$ cat config.mk
export PLATFORM = sky130hd
export DESIGN_NAME = jtframe_shram_arb
export DESIGN_NICKNAME = d
export VERILOG_FILES = /design/src/rtl/jtframe_shram_arb.sv
export SDC_FILE = /design/constraint.sdc
export NUM_CORES = 1
export LEC_CHECK = 0
export ABC_AREA = 1
export BUFFER_PORTS_ARGS = -buffer_cell sky130_fd_sc_hd__buf_2
export CAP_MARGIN = 10
export CORE_MARGIN = 5
export CORE_UTILIZATION = 42
export CTS_CLUSTER_DIAMETER = 60
export DETAILED_ROUTE_END_ITERATION = 16
export GPL_TIMING_DRIVEN = 0
export PLACE_DENSITY = 0.66
export RECOVER_POWER = 50
export SYNTH_ARGS = -nofsm -noshare
export SYNTH_HDL_FRONTEND = slang
export SYNTH_SLANG_ARGS = --single-unit
$ cat constraint.sdc
create_clock -name clk -period 2.5 [get_ports clk]
set_clock_uncertainty 0.15 [all_clocks]
set_input_delay 0.125 -clock clk [delete_from_list [all_inputs] [get_ports clk]]
set_output_delay 0.125 -clock clk [all_outputs]
set_load 0.02 [all_outputs]
$ cat src/rtl/jtframe_shram_arb.sv
// Round-robin arbiter sharing one synchronous single-port RAM between two CPU
// requesters. Each access is a fixed IDLE->ACC->CAP sequence; busy/dout are per side.

module jtframe_shram_arb_side #(
  parameter int AW = 11,
  parameter int DW = 8
) (
  input  logic          clk,
  input  logic          rst_n,
  input  logic          cs,
  input  logic          we,
  input  logic [AW-1:0] addr,
  input  logic          grant,
  input  logic          cap,
  input  logic [DW-1:0] ram_dout,
  output logic          busy,
  output logic [DW-1:0] dout
);
  logic [AW:0]   tag_q, tag_d;
  logic          valid_q, valid_d;
  logic [DW-1:0] dout_q, dout_d;
  logic          match, hold, done;

  // valid only survives while the CPU keeps presenting the exact access it was granted
  assign match = ({addr, we} == tag_q);
  assign hold  = valid_q & cs & match;
  assign done  = cap & cs & match;
  assign busy  = cs & ~hold;
  assign dout  = dout_q;

  always_comb begin
    tag_d   = tag_q;
    valid_d = hold | done;
    dout_d  = dout_q;
    if (grant) tag_d = {addr, we};
    if (done && !we) dout_d = ram_dout;
  end

  always_ff @(posedge clk or negedge rst_n) begin
    if (!rst_n) begin
      tag_q   <= '0;
      valid_q <= 1'b0;
      dout_q  <= '0;
    end else begin
      tag_q   <= tag_d;
      valid_q <= valid_d;
      dout_q  <= dout_d;
    end
  end
endmodule

module jtframe_shram_arb #(
  parameter int AW = 11,
  parameter int DW = 8
) (
  input  logic          clk,
  input  logic          rst_n,
  input  logic          a_cs,
  input  logic          a_we,
  input  logic [AW-1:0] a_addr,
  input  logic [DW-1:0] a_din,
  output logic [DW-1:0] a_dout,
  output logic          a_busy,
  input  logic          b_cs,
  input  logic          b_we,
  input  logic [AW-1:0] b_addr,
  input  logic [DW-1:0] b_din,
  output logic [DW-1:0] b_dout,
  output logic          b_busy,
  output logic [AW-1:0] ram_addr,
  output logic [DW-1:0] ram_din,
  output logic          ram_we,
  input  logic [DW-1:0] ram_dout
);
  localparam logic [1:0] IDLE = 2'd0;
  localparam logic [1:0] ACC  = 2'd1;
  localparam logic [1:0] CAP  = 2'd2;

  // side 0 = A, side 1 = B
  logic [1:0]         cs_w, we_w, busy_w, req, grant_w, cap_w, svc;
  logic [1:0][AW-1:0] addr_w;
  logic [1:0][DW-1:0] din_w, dout_w;

  logic [1:0]    state_q, state_d;
  logic          gnt_q, gnt_d, last_q, last_d, win;
  logic [AW-1:0] ram_addr_q, ram_addr_d;
  logic [DW-1:0] ram_din_q, ram_din_d;
  logic          ram_we_q, ram_we_d;

  assign cs_w   = {b_cs, a_cs};
  assign we_w   = {b_we, a_we};
  assign addr_w = {b_addr, a_addr};
  assign din_w  = {b_din, a_din};

  assign svc     = (state_q != IDLE) ? (gnt_q ? 2'b10 : 2'b01) : 2'b00;
  assign req     = busy_w & ~svc;
  assign win     = (&req) ? ~last_q : req[1];
  assign grant_w = (state_q == IDLE && |req) ? (win ? 2'b10 : 2'b01) : 2'b00;
  assign cap_w   = (state_q == CAP) ? (gnt_q ? 2'b10 : 2'b01) : 2'b00;

  for (genvar i = 0; i < 2; i++) begin : g_side
    jtframe_shram_arb_side #(.AW(AW), .DW(DW)) u_side (
      .clk      (clk),
      .rst_n    (rst_n),
      .cs       (cs_w[i]),
      .we       (we_w[i]),
      .addr     (addr_w[i]),
      .grant    (grant_w[i]),
      .cap      (cap_w[i]),
      .ram_dout (ram_dout),
      .busy     (busy_w[i]),
      .dout     (dout_w[i])
    );
  end

  assign a_busy   = busy_w[0];
  assign b_busy   = busy_w[1];
  assign a_dout   = dout_w[0];
  assign b_dout   = dout_w[1];
  assign ram_addr = ram_addr_q;
  assign ram_din  = ram_din_q;
  assign ram_we   = ram_we_q;

  always_comb begin
    state_d    = state_q;
    gnt_d      = gnt_q;
    last_d     = last_q;
    ram_addr_d = ram_addr_q;
    ram_din_d  = ram_din_q;
    ram_we_d   = ram_we_q;
    case (state_q)
      IDLE: if (|req) begin
        state_d    = ACC;
        gnt_d      = win;
        last_d     = win;
        ram_addr_d = addr_w[win];
        ram_din_d  = din_w[win];
        ram_we_d   = we_w[win];
      end
      ACC: begin
        ram_we_d = 1'b0;
        state_d  = CAP;
      end
      CAP:     state_d = IDLE;
      default: state_d = IDLE;
    endcase
  end

  always_ff @(posedge clk or negedge rst_n) begin
    if (!rst_n) begin
      state_q    <= IDLE;
      gnt_q      <= 1'b0;
      last_q     <= 1'b1;
      ram_addr_q <= '0;
      ram_din_q  <= '0;
      ram_we_q   <= 1'b0;
    end else begin
      state_q    <= state_d;
      gnt_q      <= gnt_d;
      last_q     <= last_d;
      ram_addr_q <= ram_addr_d;
      ram_din_q  <= ram_din_d;
      ram_we_q   <= ram_we_d;
    end
  end
endmodule

# --- After elaboration in Yosys (flattened, before gate mapping) ---
# Cells that the tools add are included.
# Widths: inputs -> output; s select.
totals:
  reg_bits: 66
  out_inout_bits: 38
  word_cells: 63
op_classes:
  magnitude_cmp: 1
  eq_ne: 5
  muxes: 16
  bitwise_logic: 17
  reduce_logical: 12
ops:
  columns: ["operator", "count"]
  rows:
  - ["$eq 12x12->1", 2]
  - ["$mux 11", 2]
  - ["$mux 8", 2]
  - ["$mux 2", 6]
  - ["$and 1x1->1", 10]
  - ["$reduce_and 2->1", 3]
  - ["$mux 1", 4]
  - ["$pmux 2 s2", 1]
  - ["$reduce_bool 2->1", 2]
  - ["$logic_and 1x1->1", 3]
  - ["$not 1->1", 3]
  - ["$and 2x2->2", 1]
  - ["$eq 2x1->1 const B", 1]
  - ["$eq 2x2->1 const B", 1]
  - ["$logic_not 1->1", 2]
  - ["$logic_not 2->1", 1]
  - ["$lt 1x2->1 const B", 1]
  - ["$ne 2x1->1 const B", 1]
  - ["$not 2->2", 1]
  - ["$or 1x1->1", 2]
  - ["$pmux 1 s2", 1]
  - ["$reduce_or 2->1", 1]

# --- Depth between registers and ports, before layout ---
# Gate-level depths: netlist of the first run.
depth:
  word_depth: 11
  depth_mapped: 15

# --- Hierarchy ---
# A second synthesis of the first run with hierarchy kept.
unflattened:
  cells_unflattened: 435
  area_unflattened_um2: 3522.1
by_module_without_submodules:
  columns: ["module", "n_inst", "cells_per_inst", "area_each_um2", "seq_area_each_um2"]
  rows:
  - ["jtframe_shram_arb_side", 2, 147, 1164.9, 525.5]
  - ["jtframe_shram_arb", 1, 141, 1192.4, 601.8]

# --- Worst setup path after synthesis of the first run ---
# No wires, ideal clock.
synth_timing:
  path_kind: "reg-to-reg"
  from: "register g_side[1].u_side.tag_q[8]"
  to: "register g_side[1].u_side.dout_q[0]"
  setup_ns: 0.125
  arrival_ns: 1.495
  required_ns: 2.225
  path_slack_ns: 0.731
  path_stages_with_launch: 9
  path_cell_list: "dfrtp_1 nand2_1 nand2_1 nor2_1 nand2_1 nor2_2 nand4_1 nor2_2 mux2_2"
synth_via:
  elab_chain_cells: 3
synth_lines:
  columns: ["element", "line", "rtl"]
  rows:
  - ["start, declared", "19", "logic [AW:0] tag_q, tag_d;"]
  - ["start signal, assigned", "45", "tag_q <= tag_d;"]
  - ["$eq 12x12->1", "25", "assign match = ({addr, we} == tag_q);"]
  - ["$and 1x1->1", "27", "assign done = cap & cs & match;"]
  - ["$logic_and 1x1->1", "36", "if (done && !we) dout_d = ram_dout;"]
  - ["end signal, assigned", "47", "dout_q <= dout_d;"]
  - ["end, declared", "21", "logic [DW-1:0] dout_q, dout_d;"]
# Every way passes these cells.
# A chain may end at the register's enable or synchronous reset.

# --- Worst setup path after layout of the first run ---
layout_timing:
  from: "input port b_addr[9]"
  to: "register g_side[1].u_side.dout_q[1]"
layout_via:
  elab_chain_cells: 3
layout_lines:
  columns: ["element", "line", "rtl"]
  rows:
  - ["start, declared", "66", "input logic [AW-1:0] b_addr,"]
  - ["$eq 12x12->1", "25", null]
  - ["$and 1x1->1", "27", null]
  - ["$logic_and 1x1->1", "36", null]
# Every way passes these cells.

==> run metrics, run 1 <==
CTS tree yes; worst setup path class in2reg; clock-pin slew on the worst setup and hold paths 60 ps; total gr overflow 0; gr usage total 0.195; Sink Count 66; met2 Use GR 0.328; sw power 2.00 mW; most frequent cells in the layout nand2_1 (152), dfrtp_1 (65), buf_2 (53); setup_tns 0 ps; Pwr per Cell Area 1090 nW/µm²; Root Driver clkbuf_8; clock period minus final worst setup slack 2130 ps; outcome finished with violations; sequential power share 0.343; Net Count, Synth 440; hold crit path type in2reg; leakage power total 2.43 nW; Sw Share 0.402; # Post-CTS Setup Buffers 0; CP max-delay cell dlygate4sd3_1; Cell Count, Final, Fillers Out 645; Cell variety after synth 31; core footprint 7650 µm²; Tcrit/Tclk final 0.852; share of layout cells above drive strength 1 0.225; GPL Wtd Cong 0.823; Die X 98.2 µm; Hold Vio Cnt, Final 0; Die Span Y 98.2 µm; residual DRC count 0; internal power 2.98 mW; FP Rows 32; Place WS 456 ps; Yosys reg bits 66; Cell Area, Synth 3270 µm²; detail-routed net length per standard cell 13.5 µm; synthesized instance count 388; Worst EP required 2570 ps; Worst Path Arrival 2200 ps; Hold Buf Count CTS 50; Worst-Skew Late Latency 340 ps; Worst setup SP type primary input; post-CTS sizing 0; Clk pwr share 0.240; worst slew pin tran 1630 ps; vias in the first global route 3,095; final setup margin 370 ps; drt via density 4.69; CP Capture Type flop; Peak supply drop 0.504 mV; placed cells 579; Syn Area/Cell 8.42 µm²; f_max 470 MHz; register area share after synthesis 0.506; max-slew violation count 67; H-tree depth 3; routing usage on met3 0.0500; Starting Density 0.427; Iter 0 DRT Violations 95; maximum root-to-sink buffer count 2; IO Pins 90; CP cell instances dlygate4sd3_1 -> buf_2 -> inv_1 -> nand2_1 -> nand2_1 -> nor2_1 -> nand2_1 -> nor2_2 -> nand4_1 -> nor2_2 -> mux2_2; via count 3,024; Combinational Power Share 0.417; diode count 0; Synth Warn # 0; Post-Route WL 8710 µm; Top cell by count, worst path nand2_1; R2R Setup Slk 420 ps; cell family with most CP delay simple AND/OR/NAND/NOR gates; CP Max Fanout 8; Final setup viols 0; Routed Antenna Nets 0; Max stage delay on crit path 520 ps; largest net degree at the start of global routing 67; dpl hpwl 6130 µm; Buffers on Ports 89; met1 GRT Util 0.245; Final nets 590; Inserted Clock Buffers 9; failing checks capacitance limit, slew limit; Layout area overhead 39.6%; Max Cap Viol 1; Max-slew headroom -0.0896; CP bufs+invs 3; die area 9640 µm²; Pre-antenna DRT Iters 4; total power 4.98 mW; first-pass GRT wire length 14,900 µm; most common cell after layout, fill and taps aside nand2_1; busiest layer in global routing met2; initial antenna violation count 0; RSZ-0062 raised after global routing false
-- power groups by stage --
stage	Combinational, mW	Clock [mW]	Sequential [mW]
after global routing	2.35	1.28	1.75
after floorplan	1.30	0	1.88
final	2.08	1.20	1.71
after global placement	2.02	0	1.70
after detailed placement	2.07	0	1.72
after CTS	2.15	1.22	1.70
-- tightest hold or removal path: cells and delay by family --
kind	cells	cell delay, ps
buffers and inverters	1	130
AND/OR/NAND/NOR	1	120
AO/OA/AOI/OAI	1	90
-- kinds of logic (layout without fill, tap and decap cells) --
group,count (synthesis),after routing,share of synthesized area
and+or+nand+nor,237,237,0.342
DFF,66,66,0.506
buffers and inverters,53,208,0.0781
AOI/OAI and AO/OA,18,18,0.0299
muxes,8,8,0.0276
xor gates and xnor gates,6,6,0.0161
-- metal layers --
metal  share of wire  wire, µm  vias to the layer above
met2            0.51      4450                       78
met1            0.42      3660                     1429
li1                -         -                     1506
met5               0         0                        -
met3           0.052       457                       11
met4           0.017       145                        0
-- synthesized netlist by cell type --
cell type	count	area, µm²
nand2_1	152	571
dfrtp_1	65	1630
inv_1	40	150
nand3_1	31	155
nor2_1	18	67.6
nand3_2	11	110
o21ai_0	10	50.1
nand2_2	9	56.3
mux2_2	8	90.1
xnor2_1	6	52.6
nor2_2	5	31.3
o21ai_1	5	25.0
buf_4	3	22.5
buf_6	3	33.8
clkbuf_1	2	7.51
inv_2	2	7.51
nand2_4	2	22.5
nand3_4	2	35.0
nand4_1	2	12.5
a21oi_1	1	5.00
a21oi_2	1	8.76
buf_12	1	20.0
buf_2	1	5.00
dfstp_2	1	26.3
inv_6	1	8.76
nand3b_1	1	7.51
nand4_2	1	12.5
nor2_8	1	20.0
nor3_1	1	5.00
nor4_2	1	12.5
o21ai_2	1	8.76
-- cell type report --
type                            count  area, µm²
Buffer                             10       88.8
Clock buffer                       10        128
Clock inverter                      6        138
Fill cell                         691       3090
Inverter                           43        166
Multi-Input combinational cell    269       1360
Sequential cell                    66       1650
Tap cell                          102        128
Timing Repair Buffer              139        901
-- flip-flops by register name, summed over array words and instances, names as in the netlist --
signal,cells
g_side.u_side.valid_q,2
g_side.u_side.dout,16
last_q,1
ram_we,1
ram_din,8
ram_addr,11
state_q,2
gnt_q,1
g_side.u_side.tag_q,24
-- per-stage QoR --
| step | util | area [µm²] | hold slack, ps |
|---|---|---|---|
| final | 0.596 | 4560 | 23.1 |
| after global placement | 0.502 | 3840 | 181 |
| after global routing | 0.596 | 4560 | 48.4 |
| after detailed placement | 0.502 | 3840 | 133 |
| after CTS | 0.603 | 4610 | 4.34 |
| after floorplan | - | 3270 | -321 |
-- path summary, 6_finish.rpt --
| kind | from | endpoint | depth (start not counted) |
|---|---|---|---|
| worst min register to register | last_q$_DFFE_PN1N_ | last_q$_DFFE_PN1N_ | 2 |
| min in group asynchronous | rst_n | ram_din[1]$_DFFE_PN0N_ | 2 |
| worst max-delay path | b_addr[9] | g_side[1].u_side.dout[1]$_DFFE_PN0P_ | 11 |
| max in group asynchronous | rst_n | g_side[1].u_side.tag_q[1]$_DFFE_PN0P_ | 2 |
| worst min-delay path | a_cs | state_q[0]$_DFFE_PN0P_ | 3 |
| worst max register to register | g_side[1].u_side.tag_q[4]$_DFFE_PN0P_ | g_side[1].u_side.dout[1]$_DFFE_PN0P_ | 8 |
(Power assumes the default switching activity.)
==> run 2, diff against run 1 <==
CORE_ASPECT_RATIO = 0.9   (was unset)
==> run 2 against run 1 <==
The flow still finishes with violations (capacitance limit, slew limit). Non-clock buffer count fell by 3. First-iteration DRC count up 26%. Die area about the same. Register-to-register slack about the same. Design area is 2.6% lower. Largest power group unchanged. Setup slack got worse by 35 ps. Global-route usage up 0.14 points. Combinational power about the same.
==> run metrics, run 2 (synthesized netlist as in run 1, its figures left out) <==
R2R depth 6; Worst R2R End g_side[1].u_side.dout[5]$_DFFE_PN0P_; share of layout cells above drive strength 1 0.223; IO Pins 90; Worst EP required 2570 ps; Layout Utilization 0.589; Routed Antenna Nets 0; Layout area overhead 36.0%; most common cell after layout, fill and taps aside nand2_1; total power 4.68 mW; worst r2r src g_side[1].u_side.tag_q[3]$_DFFE_PN0P_; clock-pin slew on the worst setup and hold paths 80 ps; core footprint 7540 µm²; Final setup viols 0; Max-slew headroom -0.105; Tcrit/Tclk final 0.866; total gr overflow 0; Inserted Clock Buffers 9; dpl hpwl 6240 µm; first-pass GRT wire length 14,700 µm; R2R Setup Slk 410 ps; Fillers 700; detail-routed net length per standard cell 14.0 µm; cell family with most CP delay simple AND/OR/NAND/NOR gates; outcome finished with violations; Place WS 399 ps; final setup margin 335 ps; diode count 0; CP max-delay cell dlygate4sd3_1; CP cell instances dlygate4sd3_1 -> buf_2 -> inv_2 -> nand2_1 -> nand2_1 -> nor2_1 -> nand2_1 -> nor2_2 -> nand4_1 -> nor2_2 -> mux2_2; via count 3,026; gr usage total 0.196; Sink Count 66; hold crit path type in2reg; vias in the first global route 3,198; largest net degree at the start of global routing 67; die area 9640 µm²; Peak supply drop 0.659 mV; GPL Wtd Cong 0.808; failing checks capacitance limit, slew limit; Root Driver clkbuf_8; initial antenna violation count 0; Min-Delay Endpoint g_side[1].u_side.tag_q[4]$_DFFE_PN0P_; Iter 0 DRT Violations 120; drt via density 4.77; CTS tree yes; CP Capture Type flop; Die Span Y 93.7 µm; leakage power total 2.38 nW; max-slew violation count 67; Hold Vio Cnt, Final 0; CP Max Fanout 8; Final nets 587; Max Cap Viol 1; Starting Density 0.433; Pwr per Cell Area 1050 nW/µm²; clock period minus final worst setup slack 2170 ps; hold path depth 3; Buffers on Ports 89; Top cell by count, worst path nand2_1; setup_tns 0 ps; most frequent cells in the layout nand2_1 (152), dfrtp_1 (65), buf_2 (53); Worst setup SP type primary input; Top reg by flops g_side.u_side.tag_q; residual DRC count 0; Max stage delay on crit path 520 ps; CP bufs+invs 3; max FFs per register 24; Die X 103 µm; maximum root-to-sink buffer count 2; H-tree depth 3; Pre-antenna DRT Iters 4; f_max 462 MHz; Worst-Skew Late Latency 340 ps; min-delay src b_addr[3]; Post-Route WL 8900 µm; RSZ-0062 raised after global routing false; FP Rows 30; worst setup path class in2reg; worst slew pin tran 1660 ps; Worst Path Arrival 2230 ps
[run 2: through the flow]
step	std cells	hold slack (ps)	cell area, µm²
4_1_cts	635	3.69	4490
3_5_place_dp	573	147	3830
2_1_floorplan	388	-321	3270
5_1_grt	635	13.3	4440
3_3_place_gp	573	181	3830
6_report	635	19.6	4440
[run 2: final cells by class]
| class | count | area (µm²) | share of cell area |
|---|---|---|---|
| Tap cell | 96 | 120 | 0.0270 |
| Buffer | 10 | 88.8 | 0.0200 |
| Clock inverter | 3 | 40.0 | 0.00901 |
| Sequential cell | 66 | 1650 | 0.372 |
| Inverter | 43 | 166 | 0.0375 |
| Clock buffer | 12 | 145 | 0.0327 |
| Multi-Input combinational cell | 269 | 1360 | 0.306 |
| Timing Repair Buffer | 136 | 871 | 0.196 |
[run 2: per-layer routing]
layer  vias up  wire, µm  track usage
li1       1509         -            -
met1      1439      4040        0.259
met2        63      4410        0.323
met3        15       276       0.0260
met4         0       175       0.0798
met5         -         0            0
[run 2: tightest hold or removal path: cells and delay by family]
family | cells | cell delay, ps
AND/OR/NAND/NOR | 2 | 230
buffers and inverters | 1 | 120
[run 2: timing repair]
| action | 4_1_cts | 5_1_grt |
|---|---|---|
| hold endpoints to repair | 122 | 0 |
| hold buffers | 47 | 0 |
| setup buffers | 0 | 0 |
| resized for setup | 0 | 0 |
[run 2: worst max-delay path by stage]
stage | cells after the start | slack (ps) | endpoint | startpoint
finish | 11 | 330 | g_side[1].u_side.dout[5]$_DFFE_PN0P_ | b_we
detailed placement | 8 | 400 | g_side[1].u_side.dout[6]$_DFFE_PN0P_ | g_side[1].u_side.tag_q[8]$_DFFE_PN0P_
CTS | 11 | 330 | g_side[1].u_side.dout[5]$_DFFE_PN0P_ | b_we
floorplan | 8 | 730 | g_side[1].u_side.dout[0]$_DFFE_PN0P_ | g_side[1].u_side.tag_q[8]$_DFFE_PN0P_
global route | 16 | 150 | ram_addr[6]$_DFFE_PN0N_ | b_we
global placement | 8 | 460 | g_side[1].u_side.dout[3]$_DFFE_PN0P_ | g_side[1].u_side.tag_q[8]$_DFFE_PN0P_
[run 2: power by group]
group | internal [mW] | leakage, nW | switching (mW) | total (mW)
clock | 0.481 | 0.0962 | 0.411 | 0.891
combinational | 0.740 | 1.44 | 1.34 | 2.08
sequential | 1.47 | 0.839 | 0.240 | 1.71
total | 2.69 | 2.38 | 1.99 | 4.68
